### config.mk
export PLATFORM = sky130hd
export DESIGN_NAME = axis_pixel_packer
export DESIGN_NICKNAME = d
export VERILOG_FILES = /design/src/rtl/image_filter_pkg.sv /design/src/rtl/axis_word_reg.sv /design/src/rtl/axis_pixel_packer.sv
export SDC_FILE = /design/constraint.sdc
export NUM_CORES = 1
export LEC_CHECK = 0
export CORE_UTILIZATION = 40
export CTS_CLUSTER_SIZE = 16
export DETAILED_ROUTE_END_ITERATION = 6
export SYNTH_ARGS = -nofsm -noshare
export SYNTH_HDL_FRONTEND = slang
export SYNTH_SLANG_ARGS = --single-unit
### constraint.sdc
create_clock -name clk -period 3.7 [get_ports clk]
set_clock_uncertainty 0.05 [all_clocks]
set_input_delay 0.37 -clock clk [delete_from_list [all_inputs] [get_ports clk]]
set_output_delay 0.37 -clock clk [all_outputs]
set_load 0.01 [all_outputs]
### src/rtl/image_filter_pkg.sv
// Shared constants and helpers for the image filter pipeline stages.
`timescale 1ns/1ps
package image_filter_pkg;

    localparam int PIXEL_WIDTH_DEFAULT     = 8;
    localparam int PIXELS_PER_WORD_DEFAULT = 4;
    localparam int FRAME_COUNT_WIDTH       = 16;

    // Ceiling log2, never below 1 so a lane index always has at least one bit.
    function automatic int clog2(input int value);
        int result;
        result = 1;
        for (int i = 1; i < 31; i++) begin
            if ((32'd1 << i) < value) begin
                result = i + 1;
            end else begin
                result = result;
            end
        end
        return result;
    endfunction

endpackage

### src/rtl/axis_word_reg.sv
// Single-entry AXI4-Stream output holding register; "free" means a new word
// may be loaded on this clock edge.
`timescale 1ns/1ps
module axis_word_reg #(
    parameter int DATA_WIDTH = 32,
    parameter int KEEP_WIDTH = 4
) (
    input  logic                  clk,
    input  logic                  rst,
    input  logic                  load,
    input  logic [DATA_WIDTH-1:0] load_data,
    input  logic [KEEP_WIDTH-1:0] load_keep,
    input  logic                  load_last,
    input  logic                  load_user,
    output logic                  free,
    output logic                  m_axis_tvalid,
    output logic [DATA_WIDTH-1:0] m_axis_tdata,
    output logic [KEEP_WIDTH-1:0] m_axis_tkeep,
    output logic                  m_axis_tlast,
    output logic                  m_axis_tuser,
    input  logic                  m_axis_tready
);

    // A drain and a reload in the same cycle keep tvalid high back-to-back.
    assign free = !m_axis_tvalid || m_axis_tready;

    // Output word register: loads take priority over a drain, otherwise hold.
    always_ff @(posedge clk or posedge rst) begin
        if (rst) begin
            m_axis_tvalid <= 1'b0;
            m_axis_tdata  <= {DATA_WIDTH{1'b0}};
            m_axis_tkeep  <= {KEEP_WIDTH{1'b0}};
            m_axis_tlast  <= 1'b0;
            m_axis_tuser  <= 1'b0;
        end else if (load) begin
            m_axis_tvalid <= 1'b1;
            m_axis_tdata  <= load_data;
            m_axis_tkeep  <= load_keep;
            m_axis_tlast  <= load_last;
            m_axis_tuser  <= load_user;
        end else if (m_axis_tready) begin
            m_axis_tvalid <= 1'b0;
        end else begin
            m_axis_tvalid <= m_axis_tvalid;
        end
    end

endmodule

### src/rtl/axis_pixel_packer.sv
// Packs a pixel stream little-endian into multi-lane AXI4-Stream words,
// closing words early at end-of-frame (and optionally end-of-line).
`timescale 1ns/1ps
module axis_pixel_packer
    import image_filter_pkg::*;
#(
    parameter int PIXEL_WIDTH     = PIXEL_WIDTH_DEFAULT,
    parameter int PIXELS_PER_WORD = PIXELS_PER_WORD_DEFAULT,
    parameter int LANE_LOG2       = clog2(PIXELS_PER_WORD),
    parameter bit FLUSH_ON_EOL    = 1'b1
) (
    input  logic                                   clk,
    input  logic                                   rst,
    input  logic                                   s_axis_tvalid,
    input  logic [PIXEL_WIDTH-1:0]                 s_axis_tdata,
    output logic                                   s_axis_tready,
    input  logic                                   s_axis_tuser,
    input  logic                                   s_axis_tlast,
    output logic                                   m_axis_tvalid,
    output logic [PIXEL_WIDTH*PIXELS_PER_WORD-1:0] m_axis_tdata,
    output logic [PIXELS_PER_WORD-1:0]             m_axis_tkeep,
    input  logic                                   m_axis_tready,
    output logic                                   m_axis_tuser,
    output logic                                   m_axis_tlast,
    output logic [FRAME_COUNT_WIDTH-1:0]           frame_count,
    output logic                                   busy
);

    localparam int WORD_WIDTH = PIXEL_WIDTH * PIXELS_PER_WORD;
    localparam logic [LANE_LOG2-1:0] LAST_LANE = LANE_LOG2'(PIXELS_PER_WORD - 1);

    logic [LANE_LOG2-1:0]       lane;
    logic [WORD_WIDTH-1:0]      acc_data;
    logic [PIXELS_PER_WORD-1:0] acc_keep;
    logic [WORD_WIDTH-1:0]      merged_data;
    logic [PIXELS_PER_WORD-1:0] merged_keep;
    logic                       sof;
    logic                       free;
    logic                       accept;
    logic                       closing;
    logic                       close_word;

    assign s_axis_tready = free;
    assign accept        = s_axis_tvalid && free;
    assign closing       = (lane == LAST_LANE) || s_axis_tlast || (FLUSH_ON_EOL && s_axis_tuser);
    assign close_word    = accept && closing;
    assign busy          = (lane != {LANE_LOG2{1'b0}}) || m_axis_tvalid;

    // Accumulator with the incoming pixel merged into its current lane.
    always_comb begin
        merged_data = acc_data;
        merged_keep = acc_keep;
        for (int k = 0; k < PIXELS_PER_WORD; k++) begin
            if (lane == LANE_LOG2'(k)) begin
                merged_data[k*PIXEL_WIDTH +: PIXEL_WIDTH] = s_axis_tdata;
                merged_keep[k]                            = 1'b1;
            end else begin
                merged_data[k*PIXEL_WIDTH +: PIXEL_WIDTH] = acc_data[k*PIXEL_WIDTH +: PIXEL_WIDTH];
                merged_keep[k]                            = acc_keep[k];
            end
        end
    end

    // Lane counter and accumulator; cleared on close so unused lanes stay zero.
    always_ff @(posedge clk or posedge rst) begin
        if (rst) begin
            lane     <= {LANE_LOG2{1'b0}};
            acc_data <= {WORD_WIDTH{1'b0}};
            acc_keep <= {PIXELS_PER_WORD{1'b0}};
        end else if (close_word) begin
            lane     <= {LANE_LOG2{1'b0}};
            acc_data <= {WORD_WIDTH{1'b0}};
            acc_keep <= {PIXELS_PER_WORD{1'b0}};
        end else if (accept) begin
            lane     <= lane + LANE_LOG2'(1);
            acc_data <= merged_data;
            acc_keep <= merged_keep;
        end else begin
            lane     <= lane;
            acc_data <= acc_data;
            acc_keep <= acc_keep;
        end
    end

    // Start-of-frame flag: the word after a tlast word (or after reset) is SOF.
    always_ff @(posedge clk or posedge rst) begin
        if (rst) begin
            sof <= 1'b1;
        end else if (close_word) begin
            sof <= s_axis_tlast;
        end else begin
            sof <= sof;
        end
    end

    // Completed-frame counter, stepped on each delivered tlast word.
    always_ff @(posedge clk or posedge rst) begin
        if (rst) begin
            frame_count <= {FRAME_COUNT_WIDTH{1'b0}};
        end else if (m_axis_tvalid && m_axis_tready && m_axis_tlast) begin
            frame_count <= frame_count + FRAME_COUNT_WIDTH'(1);
        end else begin
            frame_count <= frame_count;
        end
    end

    axis_word_reg #(
        .DATA_WIDTH (WORD_WIDTH),
        .KEEP_WIDTH (PIXELS_PER_WORD)
    ) u_word_reg (
        .clk           (clk),
        .rst           (rst),
        .load          (close_word),
        .load_data     (merged_data),
        .load_keep     (merged_keep),
        .load_last     (s_axis_tlast),
        .load_user     (sof),
        .free          (free),
        .m_axis_tvalid (m_axis_tvalid),
        .m_axis_tdata  (m_axis_tdata),
        .m_axis_tkeep  (m_axis_tkeep),
        .m_axis_tlast  (m_axis_tlast),
        .m_axis_tuser  (m_axis_tuser),
        .m_axis_tready (m_axis_tready)
    );

endmodule

## Yosys cells after proc, flatten, opt, wreduce, memory -nomap -nowiden

Index checks and enable logic that the tools add are counted.

- Register bits: 94
- Bits in latches: 0
- RAM bits: 0
- Memory bits (read-only): 0
- Input port bits: 14
- Output and inout bits: 57
- Word-level logic and storage cells: 44
- Memories: 0

- Add/sub/neg operators: 2
- Multipliers: 0
- Div/mod/pow operators: 0
- Order comparisons: 0
- Equality and inequality tests: 3
- Shifts and indexed selects: 0
- Multiplexer cells: 16
- Bitwise gates (word level): 0
- Reduce and logical (&&, ||, !) cells: 13

Operators with widths:

| kind | number |
|---|---|
| $mux W32 | 2 |
| $mux W8 | 4 |
| $add A16 B1 Y16 const B | 1 |
| $mux W4 | 2 |
| $mux W1 | 6 |
| $reduce_bool A2 Y1 | 3 |
| $eq A2 B2 Y1 const B | 2 |
| $logic_and A1 B1 Y1 | 4 |
| $logic_or A1 B1 Y1 | 4 |
| $mux W2 | 2 |
| $add A2 B1 Y2 const B | 1 |
| $eq A2 B1 Y1 const B | 1 |
| $logic_not A2 Y1 | 1 |
| $logic_not A1 Y1 | 1 |

## Depth between registers and ports, before layout

- Word-level depth: 5
- Gate-level depth with buffers: 7
- Gate-level depth less buffers: 5

## By module

A second synthesis with hierarchy kept.

- Cells, all modules: 355
- Area, all modules: 4312.9 um^2

Modules (own cells, without submodules):

| module | instances | cells an instance | area each (um^2) | sequential area each (um^2) |
|---|---|---|---|---|
| axis_pixel_packer | 1 | 271 | 2821.5 | 1377.6 |
| axis_word_reg | 1 | 84 | 1491.4 | 975.9 |

## Least setup slack after synthesis

Ideal clock, no wire load.

- Path type: flip-flop to flip-flop
- Start point: register lane[0]
- End point: register u_word_reg.m_axis_tkeep[1]
- Setup time: 0.121 ns
- Arrival time: 1.522 ns
- Required time: 3.529 ns
- Path slack: 2.007 ns
- Cell stages (with the launch flop): 8
- Buffers on the path: 2
- Period minus slack after synthesis: 1.693 ns
- Cells stage by stage: dfrtp_1 ha_1 or3_1 buf_6 and3_1 buf_6 o21ai_0 nand2_1

- Word-level cells in the longest chain between the ends: 4
- Elaborated cells between the ends (all ways): 6
- Those cells by class: eq/ne: 2; mux: 1; reduce/logical: 3

RTL lines:

| item | RTL line | source |
|---|---|---|
| start, declared | axis_pixel_packer.sv:32 | `logic [LANE_LOG2-1:0] lane;` |
| start signal, assigned | axis_pixel_packer.sv:67 | `lane <= {LANE_LOG2{1'b0}};` |
| start signal, assigned | axis_pixel_packer.sv:71 | `lane <= {LANE_LOG2{1'b0}};` |
| start signal, assigned | axis_pixel_packer.sv:75 | `lane <= lane + LANE_LOG2'(1);` |
| $eq A2 B2 Y1 | axis_pixel_packer.sv:45 | `assign closing = (lane == LAST_LANE) \|\| s_axis_tlast \|\| (FLUSH_ON_EOL && s_axis_tuser);` |
| $logic_or A1 B1 Y1 (2 in series) | axis_pixel_packer.sv:45 |  |
| $logic_and A1 B1 Y1 | axis_pixel_packer.sv:46 | `assign close_word = accept && closing;` |
| end signal, assigned | axis_word_reg.sv:32 | `m_axis_tkeep <= {KEEP_WIDTH{1'b0}};` |
| end signal, assigned | axis_word_reg.sv:38 | `m_axis_tkeep <= load_keep;` |
| end, declared | axis_word_reg.sv:18 | `output logic [KEEP_WIDTH-1:0] m_axis_tkeep,` |

Several ways; a longest one is shown, not always the timed one.
A chain may end at the register's enable or synchronous reset.

## Final worst setup path

- Start point: register lane[0]
- End point: output busy

- Word-level cells in the longest chain between the ends: 2

RTL lines:

| item | RTL line | source |
|---|---|---|
| $reduce_bool A2 Y1 | axis_pixel_packer.sv:47 | `assign busy = (lane != {LANE_LOG2{1'b0}}) \|\| m_axis_tvalid;` |
| $logic_or A1 B1 Y1 | axis_pixel_packer.sv:47 |  |
| end, declared | axis_pixel_packer.sv:26 | `output logic busy` |

No other way between the ends.

==> metrics.txt <==
# TYPE chip_impl_metric gauge
chip_impl_info{name="status",value="completed"} 1
chip_impl_info{name="hold_path_end",value="frame_count[15]"} 1
chip_impl_metric{name="post_cts.resized_instances",unit=""} 0
chip_impl_info{name="hold_path.class",value="flop to flop"} 1
chip_impl_metric{name="die_ar",unit="um2"} 10300
chip_impl_metric{name="number_of_buffers_inserted_by_hold_repair_at_cts",unit=""} 0
chip_impl_metric{name="nNetsFinal",unit=""} 412
chip_impl_metric{name="worst_hold_path.num_cells",unit=""} 1
chip_impl_metric{name="report.final.slew_viol_count",unit=""} 0
chip_impl_metric{name="stdcell_area",unit="um2"} 4940
chip_impl_info{name="worst_path_slowest_cell",value="sky130_fd_sc_hd__ha_1"} 1
chip_impl_metric{name="synth_enable_flop_cells",unit=""} 0
chip_impl_metric{name="area_after_dpl",unit="um2"} 4710
chip_impl_metric{name="achievable-frequency",unit="MHz"} 390
chip_impl_metric{name="drt_first_pass_iters",unit=""} 4
chip_impl_info{name="crit_type",value="flop to primary output"} 1
chip_impl_metric{name="power.internal",unit="mW"} 1.78
chip_impl_metric{name="netlist_area",unit="um2"} 3950
chip_impl_info{name="end_kind",value="primary output"} 1
chip_impl_metric{name="antenna_left",unit=""} 0
chip_impl_info{name="timing.critical_path.cells",value="inv_1 -> ha_1 -> nand2b_1 -> clkdlybuf4s50_1"} 1
chip_impl_metric{name="fillers",unit=""} 842
chip_impl_metric{name="timing.setup.tns",unit="ns"} 0
chip_impl_metric{name="grt_max_degree",unit=""} 82
chip_impl_metric{name="viasPerCell",unit=""} 5.00
chip_impl_metric{name="gp_congestion",unit=""} 0.697
chip_impl_metric{name="cts.sinks",unit=""} 94
chip_impl_metric{name="grt_pass1_vias",unit=""} 2650
chip_impl_metric{name="cp.required",unit="ns"} 3.28
chip_impl_info{name="rsz0062_at_grt",value="no"} 1
chip_impl_metric{name="grt_antenna_before_repair",unit=""} 0
chip_impl_metric{name="drt_iter0_markers",unit=""} 161
chip_impl_metric{name="timing.slew.headroom",unit=""} 0.348
chip_impl_metric{name="die_h",unit="um"} 101
chip_impl_metric{name="worstRegToRegCells",unit=""} 4
chip_impl_metric{name="yosysWarnings",unit=""} 0
chip_impl_metric{name="worst-path-max-fanout",unit=""} 13
chip_impl_metric{name="routed_wirelength",unit="um"} 8050
chip_impl_info{name="launch_instance_of_the_worst_register_to_register_path",value="lane[0]"} 1
chip_impl_metric{name="avgSynthCellArea",unit="um2"} 12.0
chip_impl_metric{name="grt-ovfl-total",unit=""} 0
chip_impl_metric{name="synthesis.instances",unit=""} 329
chip_impl_metric{name="clockBufferDepth",unit=""} 2
chip_impl_metric{name="syn-num-nets",unit=""} 348
chip_impl_metric{name="cts-buffers-inserted",unit=""} 9
chip_impl_metric{name="layout.area.seq",unit="um2"} 2350
chip_impl_metric{name="timing.critical_path.slowest_cell_delay",unit="ns"} 0.63
chip_impl_metric{name="yosys_register_bits",unit=""} 94
chip_impl_metric{name="post_route_cells_drive_above_1_share",unit=""} 0.0754
chip_impl_metric{name="data_arrival_time_of_the_critical_path",unit="ns"} 2.14
chip_impl_metric{name="io_pins",unit=""} 71
chip_impl_metric{name="pwr-share-clk",unit=""} 0.319
chip_impl_metric{name="htree_num_levels",unit=""} 3
chip_impl_metric{name="post-cts-setup-buffer-count",unit=""} 0
chip_impl_metric{name="cellLeakagePower",unit="nW"} 2.22
chip_impl_metric{name="power.share.combinational",unit=""} 0.187
chip_impl_info{name="clock_tree.root_cell",value="sky130_fd_sc_hd__clkbuf_8"} 1
chip_impl_metric{name="grt_first_pass_wirelength",unit="um"} 13600
chip_impl_metric{name="timing_worst_slew_pin_value",unit="ns"} 0.977
chip_impl_metric{name="effective_utilization_at_floorplan",unit=""} 0.420
chip_impl_info{name="worst_reg2reg_endpoint",value="acc_data[27]"} 1
chip_impl_metric{name="groute.usage.overall",unit=""} 0.174
chip_impl_metric{name="portBuffers",unit=""} 70
chip_impl_metric{name="antenna_cells",unit=""} 0
chip_impl_metric{name="total_setup_violations_reported_at_the_end_of_the_flow",unit=""} 0
chip_impl_info{name="hold_path.startpoint",value="frame_count[15]"} 1
chip_impl_metric{name="timing.final.crit_share",unit=""} 0.692
chip_impl_info{name="critical_path.startpoint_type",value="flop"} 1
chip_impl_metric{name="ff2ff_setup_slack",unit="ns"} 1.21
chip_impl_metric{name="synth_top_area_share",unit=""} 0.589
chip_impl_metric{name="synth.yosys.seq_area_share",unit=""} 0.596
chip_impl_metric{name="route.vias.total",unit=""} 2637
chip_impl_metric{name="clk_latency",unit="ns"} 0.35
chip_impl_metric{name="post_synthesis_cell_type_count",unit=""} 36
chip_impl_metric{name="synthArstFlopShare",unit=""} 1.00
chip_impl_metric{name="syn2layout_area_growth",unit="%"} 25.2
chip_impl_metric{name="max-cap-violations",unit=""} 0
chip_impl_metric{name="final_hold_viol_count",unit=""} 0
chip_impl_metric{name="die_x",unit="um"} 101
chip_impl_info{name="synth_largest_area_cell",value="sky130_fd_sc_hd__dfrtp_1"} 1
chip_impl_metric{name="num_rows",unit=""} 35
chip_impl_metric{name="drc_errors",unit=""} 0
chip_impl_info{name="final_common_cell",value="sky130_fd_sc_hd__dfrtp_1"} 1
chip_impl_info{name="synth-main-ff-cell",value="sky130_fd_sc_hd__dfrtp_1"} 1
chip_impl_info{name="layout_common_cells",value="sky130_fd_sc_hd__dfrtp_1, sky130_fd_sc_hd__clkdlybuf4s50_1, sky130_fd_sc_hd__nand2_1, sky130_fd_sc_hd__o21ai_0, sky130_fd_sc_hd__mux2i_1"} 1
chip_impl_metric{name="power_density",unit="nW/um2"} 490
chip_impl_metric{name="timing.final.crit_period",unit="ns"} 2.56
chip_impl_info{name="cts_tree",value="yes"} 1
chip_impl_metric{name="multiInputGateArea",unit="um2"} 1460
chip_impl_metric{name="floorplan.core_area",unit="um2"} 9420
chip_impl_metric{name="wl_per_cell",unit="um"} 15.3
chip_impl_metric{name="hpwl",unit="um"} 5240
chip_impl_metric{name="worst_setup_hold_path_clk_slew",unit="ns"} 0.09
chip_impl_metric{name="vdd.ir_drop.worst",unit="uV"} 260
chip_impl_metric{name="p_seq_frac",unit=""} 0.494
chip_impl_metric{name="sw_frac_of_total",unit=""} 0.266
chip_impl_info{name="synth.top_cells.by_area",value="sky130_fd_sc_hd__dfrtp_1, sky130_fd_sc_hd__mux2i_1, sky130_fd_sc_hd__a22o_1"} 1
chip_impl_metric{name="switchingPower",unit="uW"} 645
==> synth_stat cells, types with 4 or more instances <==
cell	instances
sky130_fd_sc_hd__o21ai_1	5
sky130_fd_sc_hd__xnor2_1	11
sky130_fd_sc_hd__nand2_1	50
sky130_fd_sc_hd__nand3_1	6
sky130_fd_sc_hd__and2_1	10
sky130_fd_sc_hd__nor2_1	4
sky130_fd_sc_hd__o21ai_0	33
sky130_fd_sc_hd__dfrtp_1	93
sky130_fd_sc_hd__a22o_1	26
sky130_fd_sc_hd__buf_4	7
sky130_fd_sc_hd__mux2i_1	32
sky130_fd_sc_hd__ha_1	5
sky130_fd_sc_hd__and3_1	6
==> sequential cells by signal (all words and copies together) (netlist names) <==
register                  cells
u_word_reg.m_axis_tkeep       4
lane                          2
u_word_reg.m_axis_tuser       1
acc_data                     32
frame_count                  16
sof                           1
u_word_reg.m_axis_tdata      32
u_word_reg.m_axis_tvalid      1
u_word_reg.m_axis_tlast       1
acc_keep                      4
==> worst max-delay path by stage <==
stage                 start                           to  slack [ns]  cells past startpoint
global route        lane[0]  u_word_reg.m_axis_tdata[28]        0.93                      5
CTS                 lane[0]                         busy        1.11                      4
floorplan               rst                  acc_data[0]        0.83                      1
global placement    lane[0]                 acc_data[28]        1.31                      4
finish              lane[0]                         busy        1.14                      4
detailed placement  lane[0]                 acc_data[29]        1.18                      4
==> routing by layer <==
metal  routed length, um  share of wire  global-route usage  vias up
li1                    -              -                   -     1274
met1                3930           0.49               0.250     1280
met2                3640           0.45               0.261       74
met3                 373          0.046              0.0414        9
met4                 101          0.013              0.0546        0
met5                   0              0                   0        -
==> worst max-delay path: cells and delay by family, from the launching register on <==
| kind | cells | cell delay, ns |
|---|---|---|
| buffers and inverters | 2 | 0.64 |
| adder cells (fa/ha/maj) | 1 | 0.63 |
| flip-flops | 1 | 0.41 |
| AND/OR/NAND/NOR | 1 | 0.11 |
==> power groups by stage <==
| stage | Clock (mW) | Combinational, mW | Sequential, mW |
|---|---|---|---|
| 3_3_place_gp | 0 | 0.456 | 1.21 |
| 2_1_floorplan | 0 | 0.208 | 1.24 |
| 5_1_grt | 0.837 | 0.499 | 1.21 |
| 3_5_place_dp | 0 | 0.459 | 1.22 |
| 6_report | 0.774 | 0.453 | 1.20 |
| 4_1_cts | 0.798 | 0.461 | 1.20 |
==> layout make-up <==
class / count / share of cell area
Multi-Input combinational cell: 214 / 0.296
Clock inverter: 4 / 0.0157
Clock buffer: 12 / 0.0314
Timing Repair Buffer: 71 / 0.146
Inverter: 3 / 0.00253
Sequential cell: 94 / 0.476
Tap cell: 129 / 0.0327
==> stage by stage <==
stage                util  cells  setup slack [ns]  hold WS, ns  total power, mW
CTS                 0.525    527              1.11        0.432             2.46
detailed placement  0.500    511              1.18        0.416             1.68
global placement    0.500    511              1.31        0.410             1.67
finish              0.525    527              1.14        0.423             2.42
global route        0.525    527             0.929        0.450             2.55
floorplan               -    329             0.833        0.398             1.45
==> cells by family (layout without fill, tap and decap cells) <==
| group | Yosys count | after routing | share of synthesized area |
|---|---|---|---|
| adders and majority gates | 5 | 5 | 0.0158 |
| xor gates and xnor gates | 15 | 15 | 0.0352 |
| buffers and inverters | 21 | 90 | 0.0339 |
| muxes | 33 | 33 | 0.0839 |
| and+or+nand+nor | 91 | 91 | 0.119 |
| DFF | 94 | 94 | 0.596 |
| AOI/OAI and AO/OA | 70 | 70 | 0.116 |
(Power assumes the default switching activity.)
